--- config.mk ---
export PLATFORM = sky130hd
export DESIGN_NAME = acct_enforcer
export DESIGN_NICKNAME = d
export VERILOG_FILES = /design/src/rtl/acct_enforcer.sv
export SDC_FILE = /design/constraint.sdc
export NUM_CORES = 1
export LEC_CHECK = 0
export BUFFER_PORTS_ARGS = -buffer_cell sky130_fd_sc_hd__buf_2
export CAP_MARGIN = 20
export CELL_PAD_IN_SITES_DETAIL_PLACEMENT = 1
export CELL_PAD_IN_SITES_GLOBAL_PLACEMENT = 1
export CORE_AREA = 2 2 200 202
export CTS_BUF_LIST = sky130_fd_sc_hd__clkbuf_2
export DETAILED_ROUTE_END_ITERATION = 10
export DIE_AREA = 0 0 202 204
export GPL_ROUTABILITY_DRIVEN = 1
export PLACE_DENSITY = 0.66
export SYNTH_ARGS = -nofsm -noshare
export SYNTH_HDL_FRONTEND = slang
export SYNTH_SLANG_ARGS = --single-unit
--- constraint.sdc ---
create_clock -name clk_i -period 6.2 [get_ports clk_i]
set_clock_uncertainty 0.1 [all_clocks]
set_input_delay 0.31 -clock clk_i [delete_from_list [all_inputs] [get_ports clk_i]]
set_output_delay 0.31 -clock clk_i [all_outputs]
set_load 0.01 [all_outputs]
--- src/rtl/acct_enforcer.sv ---
// Access-control request filter: checks each upstream request against its peripheral's
// 4-bit permission field, forwards allowed requests and answers denied ones locally.
module acct_enforcer #(
    parameter int NB_PERIPHERALS = 9,
    parameter int ADDR_WIDTH     = 64,
    parameter int DATA_WIDTH     = 64,
    parameter int PERIPH_SHIFT   = 16,
    parameter int CNT_WIDTH      = 16
) (
    input  logic                          clk_i,
    input  logic                          rst_ni,
    input  logic [4*NB_PERIPHERALS-1:0]   acc_ctrl_i,
    input  logic                          us_req_valid_i,
    output logic                          us_req_ready_o,
    input  logic [ADDR_WIDTH-1:0]         us_req_addr_i,
    input  logic                          us_req_we_i,
    input  logic [DATA_WIDTH-1:0]         us_req_wdata_i,
    input  logic [1:0]                    us_req_priv_i,
    output logic                          us_rsp_valid_o,
    input  logic                          us_rsp_ready_i,
    output logic [DATA_WIDTH-1:0]         us_rsp_rdata_o,
    output logic                          us_rsp_err_o,
    output logic                          ds_req_valid_o,
    input  logic                          ds_req_ready_i,
    output logic [ADDR_WIDTH-1:0]         ds_req_addr_o,
    output logic                          ds_req_we_o,
    output logic [DATA_WIDTH-1:0]         ds_req_wdata_o,
    input  logic                          ds_rsp_valid_i,
    output logic                          ds_rsp_ready_o,
    input  logic [DATA_WIDTH-1:0]         ds_rsp_rdata_i,
    input  logic                          ds_rsp_err_i,
    output logic [CNT_WIDTH-1:0]          viol_cnt_o,
    output logic                          viol_valid_o,
    output logic [ADDR_WIDTH-1:0]         viol_addr_o,
    input  logic                          viol_clr_i
);

    typedef enum logic [2:0] {S_IDLE, S_CHECK, S_FWD, S_WAIT, S_ERR, S_RSP} state_e;

    typedef struct packed {
        logic [ADDR_WIDTH-1:0] addr;
        logic                  we;
        logic [DATA_WIDTH-1:0] wdata;
        logic [1:0]            priv;
    } req_t;

    state_e                state_q, state_d;
    req_t                  req_q;
    logic [DATA_WIDTH-1:0] rdata_q;
    logic                  err_q;
    logic [CNT_WIDTH-1:0]  cnt_q;
    logic                  vvalid_q;
    logic [ADDR_WIDTH-1:0] vaddr_q;

    logic [3:0] idx, perm;
    logic       in_range, rule_ok, allow;

    assign idx = req_q.addr[PERIPH_SHIFT+3:PERIPH_SHIFT];

    // Indices beyond the populated peripherals have no field and are always denied.
    always_comb begin
        perm     = '0;
        in_range = 1'b0;
        for (int p = 0; p < NB_PERIPHERALS; p++) begin
            if (int'(idx) == p) begin
                perm     = acc_ctrl_i[4*p +: 4];
                in_range = 1'b1;
            end
        end
    end

    always_comb begin
        case (req_q.priv)
            2'd3:    rule_ok = 1'b1;
            2'd1:    rule_ok = req_q.we ? perm[3] : perm[2];
            2'd0:    rule_ok = req_q.we ? perm[1] : perm[0];
            default: rule_ok = 1'b0;
        endcase
        allow = in_range && rule_ok;
    end

    always_ff @(posedge clk_i or negedge rst_ni) begin
        if (!rst_ni) state_q <= S_IDLE;
        else         state_q <= state_d;
    end

    always_comb begin
        state_d = state_q;
        case (state_q)
            S_IDLE:  if (us_req_valid_i) state_d = S_CHECK;
            S_CHECK: state_d = allow ? S_FWD : S_ERR;
            S_FWD:   if (ds_req_ready_i) state_d = S_WAIT;
            S_WAIT:  if (ds_rsp_valid_i) state_d = S_RSP;
            S_ERR:   state_d = S_RSP;
            S_RSP:   if (us_rsp_ready_i) state_d = S_IDLE;
            default: state_d = S_IDLE;
        endcase
    end

    // Ready is gated by reset so every handshake output reads 0 while reset is held.
    always_comb begin
        us_req_ready_o = rst_ni && (state_q == S_IDLE);
        ds_req_valid_o = (state_q == S_FWD);
        ds_rsp_ready_o = (state_q == S_WAIT);
        us_rsp_valid_o = (state_q == S_RSP);
    end

    always_ff @(posedge clk_i or negedge rst_ni) begin
        if (!rst_ni) begin
            req_q   <= '0;
            rdata_q <= '0;
            err_q   <= 1'b0;
        end else begin
            if (state_q == S_IDLE && us_req_valid_i)
                req_q <= '{addr: us_req_addr_i, we: us_req_we_i,
                           wdata: us_req_wdata_i, priv: us_req_priv_i};
            if (state_q == S_WAIT && ds_rsp_valid_i) begin
                rdata_q <= ds_rsp_rdata_i;
                err_q   <= ds_rsp_err_i;
            end else if (state_q == S_ERR) begin
                rdata_q <= '0;
                err_q   <= 1'b1;
            end
        end
    end

    // A clear in the same cycle as ERR drops that violation entirely.
    always_ff @(posedge clk_i or negedge rst_ni) begin
        if (!rst_ni) begin
            cnt_q    <= '0;
            vvalid_q <= 1'b0;
            vaddr_q  <= '0;
        end else if (viol_clr_i) begin
            cnt_q    <= '0;
            vvalid_q <= 1'b0;
            vaddr_q  <= '0;
        end else if (state_q == S_ERR) begin
            if (cnt_q != '1) cnt_q <= cnt_q + CNT_WIDTH'(1);
            if (!vvalid_q) begin
                vvalid_q <= 1'b1;
                vaddr_q  <= req_q.addr;
            end
        end
    end

    assign ds_req_addr_o  = req_q.addr;
    assign ds_req_we_o    = req_q.we;
    assign ds_req_wdata_o = req_q.wdata;
    assign us_rsp_rdata_o = rdata_q;
    assign us_rsp_err_o   = err_q;
    assign viol_cnt_o     = cnt_q;
    assign viol_valid_o   = vvalid_q;
    assign viol_addr_o    = vaddr_q;

endmodule
==> flow_metrics.tcl, run 1 <==
set metrics [dict create \
    cts.repair_timing.setup_buffer_count 0 \
    synth.yosys.seq_area_share_pct 57.7 \
    first-error "[ERROR RSZ-0060] Max buffer count reached." \
    count_of_synthesis_stage_warnings_from_yosys 0 \
    synth-edff-count 0 \
    dieHeight_um 204 \
    io_buffers 517 \
    clock_tree.buffer_depth 3 \
    numCtsBuffers 79 \
    cts.sinks 280 \
    die_w_um 202 \
    ioPinCount 518 \
    postCtsHoldBufs 405 \
    synth_async_sr_flop_share_pct 100 \
    fp_rows 73 \
    synth.cell_area_um2 12100 \
    synthesis.instances 1025 \
    floorplan.initialDensity_pct 31.0 \
    dp_hpwl_um 25900 \
    netlist_top_cells_area "sky130_fd_sc_hd__dfrtp_1, sky130_fd_sc_hd__mux2_2, sky130_fd_sc_hd__buf_4" \
    synth.top_cell.area_share_pct 57.7 \
    synth.avg_cell_area_um2 11.8 \
    synth-seq-cells 280 \
    flow.stopped_at "clock tree synthesis" \
    h-tree-depth 3 \
    postSynthNetCount 1265 \
    synthDominantAreaCellType "sky130_fd_sc_hd__dfrtp_1" \
    clock-root-buffer "sky130_fd_sc_hd__clkbuf_2" \
    place_congestion 0.810 \
    outcome "aborted with a tool error" \
    synth_cell_types 56 \
    post_cts.resized_instances 0 \
    synthFlopType "sky130_fd_sc_hd__dfrtp_1" \
]
cells in the mapped netlist (2+ instances only):
cell / instances
sky130_fd_sc_hd__a21oi_1: 12
sky130_fd_sc_hd__buf_4: 130
sky130_fd_sc_hd__nand2b_1: 5
sky130_fd_sc_hd__a221oi_1: 2
sky130_fd_sc_hd__and2_1: 4
sky130_fd_sc_hd__a31oi_1: 4
sky130_fd_sc_hd__a22o_1: 64
sky130_fd_sc_hd__o21ai_0: 72
sky130_fd_sc_hd__nor4_1: 4
sky130_fd_sc_hd__nand3b_1: 2
sky130_fd_sc_hd__o21ai_1: 6
sky130_fd_sc_hd__mux2_2: 131
sky130_fd_sc_hd__nor3_1: 11
sky130_fd_sc_hd__nand4_1: 4
sky130_fd_sc_hd__o31a_1: 2
sky130_fd_sc_hd__or4_1: 2
sky130_fd_sc_hd__nand2_1: 143
sky130_fd_sc_hd__xor2_1: 6
sky130_fd_sc_hd__buf_1: 3
sky130_fd_sc_hd__a2111oi_0: 2
sky130_fd_sc_hd__nor2b_1: 5
sky130_fd_sc_hd__nand3_1: 8
sky130_fd_sc_hd__clkbuf_1: 28
sky130_fd_sc_hd__o211ai_1: 2
sky130_fd_sc_hd__buf_2: 25
sky130_fd_sc_hd__nor2_1: 25
sky130_fd_sc_hd__dfrtp_1: 280
sky130_fd_sc_hd__a211oi_1: 3
sky130_fd_sc_hd__buf_6: 2
sky130_fd_sc_hd__xnor2_1: 6
sky130_fd_sc_hd__inv_1: 7
per-stage QoR:
step	std cells	cell area, um2	setup WS [ps]
after detailed placement	1885	14200	3080
after global placement	1885	14200	3140
after floorplan	1025	12100	4130
logic make-up after synthesis:
kind of cell	Yosys count	share of synthesized area (%)
adder cells (fa/ha/maj)	1	0.103
XOR/XNOR	12	0.866
multiplexers	132	12.2
flip-flops	280	57.7
buffers and inverters	196	10.6
AND/OR/NAND/NOR	221	8.06
AO/OA/AOI/OAI	183	10.5
==> inputs of run 2 (changes only) <==
==> config.mk (replaced) <==
export PLATFORM = sky130hd
export DESIGN_NAME = acct_enforcer
export DESIGN_NICKNAME = d
export VERILOG_FILES = /design/src/rtl/acct_enforcer.sv
export SDC_FILE = /design/constraint.sdc
export NUM_CORES = 1
export LEC_CHECK = 0
export BUFFER_PORTS_ARGS = -buffer_cell sky130_fd_sc_hd__buf_2
export CAP_MARGIN = 20
export CORE_AREA = 2 2 200 202
export DETAILED_ROUTE_END_ITERATION = 10
export DIE_AREA = 0 0 202 204
export GPL_ROUTABILITY_DRIVEN = 1
export PLACE_DENSITY_LB_ADDON = 0.15
export SYNTH_ARGS = -nofsm -noshare
export SYNTH_HDL_FRONTEND = slang
export SYNTH_SLANG_ARGS = --single-unit
==> flow_metrics.tcl, run 2 <==
set metrics [dict create \
    synth_async_sr_flop_share_pct 100 \
    synth_cell_types 56 \
    post_route_cells_drive_above_1_share_pct 44.7 \
    hold_viol 0 \
    route.detailed.wl_per_inst_um 17.0 \
    dp_hpwl_um 24500 \
    cp_data_required_time_ps 6580 \
    antenna_violations_before_repair 1 \
    clk_pin_slew_worst_paths_ps 60 \
    core-area_um2 39200 \
    io_buffers 517 \
    detail_route.wirelength_um 36500 \
    placed_cell_area_um2 14200 \
    synth-edff-count 0 \
    synth.yosys.seq_area_share_pct 57.7 \
    post-route-cell-area_um2 17400 \
    rr_endpoint "viol_cnt_o[11]" \
    cts.sinks 280 \
    final_worst_setup_slack_ps 3340 \
    post_drt_via_cell_ratio 4.48 \
    die_w_um 202 \
    firstDrtPassIters 4 \
    postSynthNetCount 1265 \
    drt_iter0_drc 408 \
    worst-setup-path-type "reg2reg" \
    place_congestion 0.836 \
    dieHeight_um 204 \
    clock_tree.buffer_depth 3 \
    setup.worst_path.start "state_q[0]" \
    synth.cell_area_um2 12100 \
    total_negative_setup_slacks_ps 0 \
    timing_limited_maximum_frequency_mhz 350 \
    gr-total-overflow 0 \
    rsz0062_at_grt "no" \
    final-max-slew-violation-count 0 \
    worst_setup_path_endpoint "viol_cnt_o[11]" \
    tritoncts "yes" \
    final.hold.worst_slack_ps 96.3 \
    hp-class "in2reg" \
    rrSetupSlack_ps 3340 \
    synth.avg_cell_area_um2 11.8 \
    worst_slew_pin_slew_ps 1030 \
    layout_commonest_cell "sky130_fd_sc_hd__buf_2" \
    die_area_um2 41200 \
    worst_setup_path_end_kind "flop" \
    synthFlopType "sky130_fd_sc_hd__dfrtp_1" \
    area.growth.synth_to_final_pct 43.4 \
    ys_top_cells_by_count "sky130_fd_sc_hd__dfrtp_1, sky130_fd_sc_hd__nand2_1, sky130_fd_sc_hd__mux2_2, sky130_fd_sc_hd__buf_4, sky130_fd_sc_hd__o21ai_0" \
    synthesis.instances 1025 \
    worstRegToRegCells 7 \
    commonest_non_fill_non_tap_cells_in_the_layout "sky130_fd_sc_hd__buf_2, sky130_fd_sc_hd__dfrtp_1, sky130_fd_sc_hd__dlygate4sd3_1" \
    ir_drop_mv 0.295 \
    drv_cap 0 \
    via_count 9620 \
    place_ws_ps 3330 \
    outcome "finished, final reports clean" \
    critical_path.reg2reg.startpoint "state_q[0]" \
    floorplan.initialDensity_pct 31.0 \
    synth-seq-cells 280 \
    final.period_utilization_pct 46.1 \
    cts.repair_timing.setup_buffer_count 0 \
    cellLeakagePower_nw 8.54 \
    grt_pass1_wl_um 56400 \
    drc 0 \
    netlist_top_cells_area "sky130_fd_sc_hd__dfrtp_1, sky130_fd_sc_hd__mux2_2, sky130_fd_sc_hd__buf_4" \
    dp_cells 1886 \
    fp_rows 73 \
    worst-path-max-fanout 54 \
    worst_skew_pair.late_latency_ps 550 \
    setup_violations 0 \
    layout.nets 1838 \
    h-tree-depth 1 \
    finalNonFillerCells 2148 \
    post-synth-top-count-cell "sky130_fd_sc_hd__dfrtp_1" \
    grt_util_all_layers_pct 17.1 \
    worstPathArrival_ps 3240 \
    post-route-util_pct 44.4 \
    fin_total_pwr_mw 7.67 \
    finalWorstPathRequiredPeriod_ps 2860 \
    numCtsBuffers 31 \
    synthDominantAreaCellType "sky130_fd_sc_hd__dfrtp_1" \
    ant_nets 0 \
    powerDensity_nw_per_um2 440 \
    number_of_global_route_vias_before_repair 9879 \
    grt_start_max_net_pins 151 \
    count_of_synthesis_stage_warnings_from_yosys 0 \
    ioPinCount 518 \
    clock-root-buffer "sky130_fd_sc_hd__clkbuf_16" \
    timing.critical_path.from_type "flop" \
    synth.top_cell.area_share_pct 57.7 \
    slew_headroom_pct 31.2 \
]
[run 2: cell counts after synthesis]
Identical to the previous run, type by type.
[run 2: worst min path at each step]
| stage | end | start | depth (start not counted) | slack, ps |
|---|---|---|---|---|
| 2_1_floorplan | ds_req_addr_o[0] | rst_ni | 0 | -90 |
| 3_3_place_gp | ds_req_wdata_o[44] | rst_ni | 1 | 220 |
| 3_5_place_dp | ds_req_wdata_o[44] | rst_ni | 1 | 230 |
| 4_1_cts | viol_cnt_o[8] | viol_clr_i | 2 | 60 |
| 5_1_grt | viol_cnt_o[0] | viol_clr_i | 2 | 80 |
| 6_report | viol_cnt_o[0] | viol_clr_i | 2 | 100 |
[run 2: power breakdown]
| group | switching [mW] | internal [mW] | leakage [nW] |
|---|---|---|---|
| registers | 0.512 | 2.49 | 3.61 |
| logic | 1.41 | 1.29 | 4.39 |
| clock network | 0.754 | 1.22 | 0.545 |
[run 2: cell type report]
type,instances,area (um2)
Clock buffer,38,852
Fill cell,3629,21800
Timing Repair Buffer,729,4730
Antenna cell,1,2.50
Sequential cell,280,7010
Multi-Input combinational cell,549,3880
Clock inverter,19,256
Inverter,7,26.3
Tap cell,525,657
[run 2: kinds of logic (layout without fill, tap and decap cells)]
kind of cell / count (synthesis) / after routing / synth area share [%]
flip-flops: 280 / 280 / 57.7
AND/OR/NAND/NOR: 221 / 221 / 8.06
buffers and inverters: 196 / 793 / 10.6
AO/OA/AOI/OAI: 183 / 183 / 10.5
multiplexers: 132 / 132 / 12.2
XOR/XNOR: 12 / 12 / 0.866
adder cells (fa/ha/maj): 1 / 1 / 0.103
other: 0 / 1 / 0
[run 2: what timing repair did]
action,4_1_cts,5_1_grt
resized for setup,0,0
hold buffers,203,0
hold endpoints to repair,270,0
[run 2: worst max-delay path, stage by stage, from the launching register on]
cell                      delay [ps]
sky130_fd_sc_hd__dfrtp_1         480
sky130_fd_sc_hd__nor2_1          270
sky130_fd_sc_hd__nand2_2         320
sky130_fd_sc_hd__buf_4           430
sky130_fd_sc_hd__a41oi_2         420
sky130_fd_sc_hd__nand4_1         240
sky130_fd_sc_hd__or3_1           350
sky130_fd_sc_hd__a21oi_1         140
[run 2: layer usage]
metal	part of all wire, %	global-route usage [%]	vias to the layer above	routed length (um)
met5	0	0	-	0
met4	2.4	4.54	0	874
met3	7.8	5.02	57	2840
met2	48	28.9	373	17600
met1	42	21.4	4615	15200
li1	-	-	4575	-
Power figures use the tool's default switching activity.
==> inputs of run 3 (changes only) <==
==> constraint.sdc (replaced) <==
create_clock -name clk_i -period 2.7 [get_ports clk_i]
set_clock_uncertainty 0.1 [all_clocks]
set_input_delay 0.135 -clock clk_i [delete_from_list [all_inputs] [get_ports clk_i]]
set_output_delay 0.135 -clock clk_i [all_outputs]
set_load 0.01 [all_outputs]
==> flow_metrics.tcl, run 3 (synthesis results as in run 2) <==
set metrics [dict create \
    clock_tree.buffer_depth 3 \
    ir_drop_mv 0.773 \
    worst-path-max-fanout 15 \
    final.period_utilization_pct 93.5 \
    timing.critical_path.from_type "flop" \
    rsz0062_at_grt "no" \
    floorplan.initialDensity_pct 31.0 \
    worst_skew_pair.late_latency_ps 530 \
    total_negative_setup_slacks_ps 0 \
    hp-class "in2async" \
    ioPinCount 518 \
    h-tree-depth 2 \
    fp_rows 73 \
    rr_endpoint "state_q[1]" \
    outcome "finished, final reports clean" \
    dr_wl_met3_um 3050 \
    area.growth.synth_to_final_pct 45.0 \
    worst-setup-path-type "reg2reg" \
    cellLeakagePower_nw 8.63 \
    final.hold.worst_slack_ps 140 \
    layout_commonest_cell "sky130_fd_sc_hd__buf_2" \
    post_drt_via_cell_ratio 4.51 \
    critical_path.max_stage_delay_ps 740 \
    clk_pin_slew_worst_paths_ps 60 \
    drc 0 \
    via_count 9762 \
    worstPathArrival_ps 2840 \
    dieHeight_um 204 \
    final-max-slew-violation-count 0 \
    cts.repair_timing.setup_buffer_count 0 \
    rrSetupSlack_ps 170 \
    m1WireLength_um 15400 \
    powerDensity_nw_per_um2 1010 \
    ant_nets 0 \
    setup.worst_path.start "ds_req_addr_o[16]" \
    layout.nets 1855 \
    worst_setup_path_end_kind "flop" \
    finalWorstPathRequiredPeriod_ps 2530 \
    dp_hpwl_um 25600 \
    tritoncts "yes" \
    gr-total-overflow 0 \
    die_area_um2 41200 \
    setup_violations 0 \
    number_of_global_route_vias_before_repair 10157 \
    place_congestion 0.833 \
    cts.sinks 280 \
    antenna_violations_before_repair 2 \
    detail_route.wirelength_um 37200 \
    grt_pass1_wl_um 57800 \
    critical_path.reg2reg.startpoint "ds_req_addr_o[16]" \
    numCtsBuffers 34 \
    slew_headroom_pct 57.9 \
    topRoutingLayerUsed "met4" \
    grt_start_max_net_pins 101 \
    drt_iter0_drc 323 \
    dr_wl_met2_um 17500 \
    firstDrtPassIters 4 \
    route.detailed.wl_per_inst_um 17.2 \
    placed_cell_area_um2 14400 \
    timing_limited_maximum_frequency_mhz 396 \
    post_route_cells_drive_above_1_share_pct 44.8 \
    grt_util_all_layers_pct 17.8 \
    commonest_non_fill_non_tap_cells_in_the_layout "sky130_fd_sc_hd__buf_2, sky130_fd_sc_hd__dfrtp_1, sky130_fd_sc_hd__dlygate4sd3_1" \
    post-route-cell-area_um2 17600 \
    critical_path.slowest_cell "sky130_fd_sc_hd__dfrtp_1" \
    die_w_um 202 \
    drv_cap 0 \
    io_buffers 517 \
    core-area_um2 39200 \
    clock-root-buffer "sky130_fd_sc_hd__clkbuf_16" \
    hold_viol 0 \
    cp_data_required_time_ps 3020 \
    worst_setup_path_endpoint "state_q[1]" \
    worst_slew_pin_slew_ps 631 \
    worstRegToRegCells 7 \
    critical_path.cell_chain "nor4b_4 -> nor2_1 -> o21ai_0 -> nor3_1 -> o221ai_2 -> a2111o_1 -> a32o_1" \
]
-- run 3: cell count changes in the layout (fill, tap and decap cells not counted), sizes merged --
cell         before  now
clkbuf           38   52
buf             526  538
clkinv           10    4
bufinv            6    1
clkinvlp          3    0
dlygate4sd3     203  205
diode             1    2
inv               7    8
-- run 3: layer usage --
metal / global-route usage (%) / vias to the layer above
met3: 6.06 / 73
met2: 29.2 / 373
met4: 6.93 / 0
met1: 21.5 / 4720
li1: - / 4596
met5: 0 / -
-- run 3: worst max-delay path: cells and delay by family, from the launching register on --
family           cells  cell delay (ps)
AO/OA/AOI/OAI        4              990
flip-flops           1              740
AND/OR/NAND/NOR      3              570
-- run 3: final cells by class --
class / count / area [um2]
Fill cell: 3727 / 21600
Sequential cell: 280 / 7010
Timing Repair Buffer: 743 / 4910
Multi-Input combinational cell: 549 / 3880
Clock buffer: 52 / 1060
Tap cell: 525 / 657
Clock inverter: 6 / 58.8
Inverter: 7 / 26.3
Antenna cell: 2 / 5.00
-- run 3: report_power, final --
group | total, mW | switching [mW] | internal (mW) | leakage [nW]
Sequential | 6.77 | 1.05 | 5.72 | 3.61
Clock | 4.55 | 1.76 | 2.80 | 0.556
Combinational | 6.48 | 3.38 | 3.10 | 4.47
Total | 17.8 | 6.19 | 11.6 | 8.63
-- run 3: through the flow --
step | utilization [%] | setup WS [ps] | total power [mW] | instances
after floorplan | - | 625 | 11.5 | 1025
after global placement | 36.8 | 248 | 13.1 | 1898
after detailed placement | 36.8 | 187 | 13.1 | 1898
after CTS | 44.9 | 159 | 18.1 | 2162
after global routing | 44.9 | 30.3 | 18.9 | 2164
final | 44.9 | 174 | 17.8 | 2164
-- run 3: timing repair --
item,4_1_cts,5_1_grt
endpoints found under the setup margin,0,1
endpoints found under the hold margin,496,0
resized for setup,0,1
hold buffers,206,0
-- run 3: how the worst min path moves through the flow --
stage	from	endpoint	slack, ps	depth (start not counted)
after floorplan	rst_ni	ds_req_addr_o[0]	-260	0
after global placement	rst_ni	ds_req_wdata_o[17]	-40	1
after detailed placement	rst_ni	ds_req_wdata_o[26]	-40	1
after CTS	acc_ctrl_i[34]	state_q[2]	110	5
after global routing	rst_ni	ds_req_wdata_o[26]	140	3
final	rst_ni	ds_req_wdata_o[31]	140	3
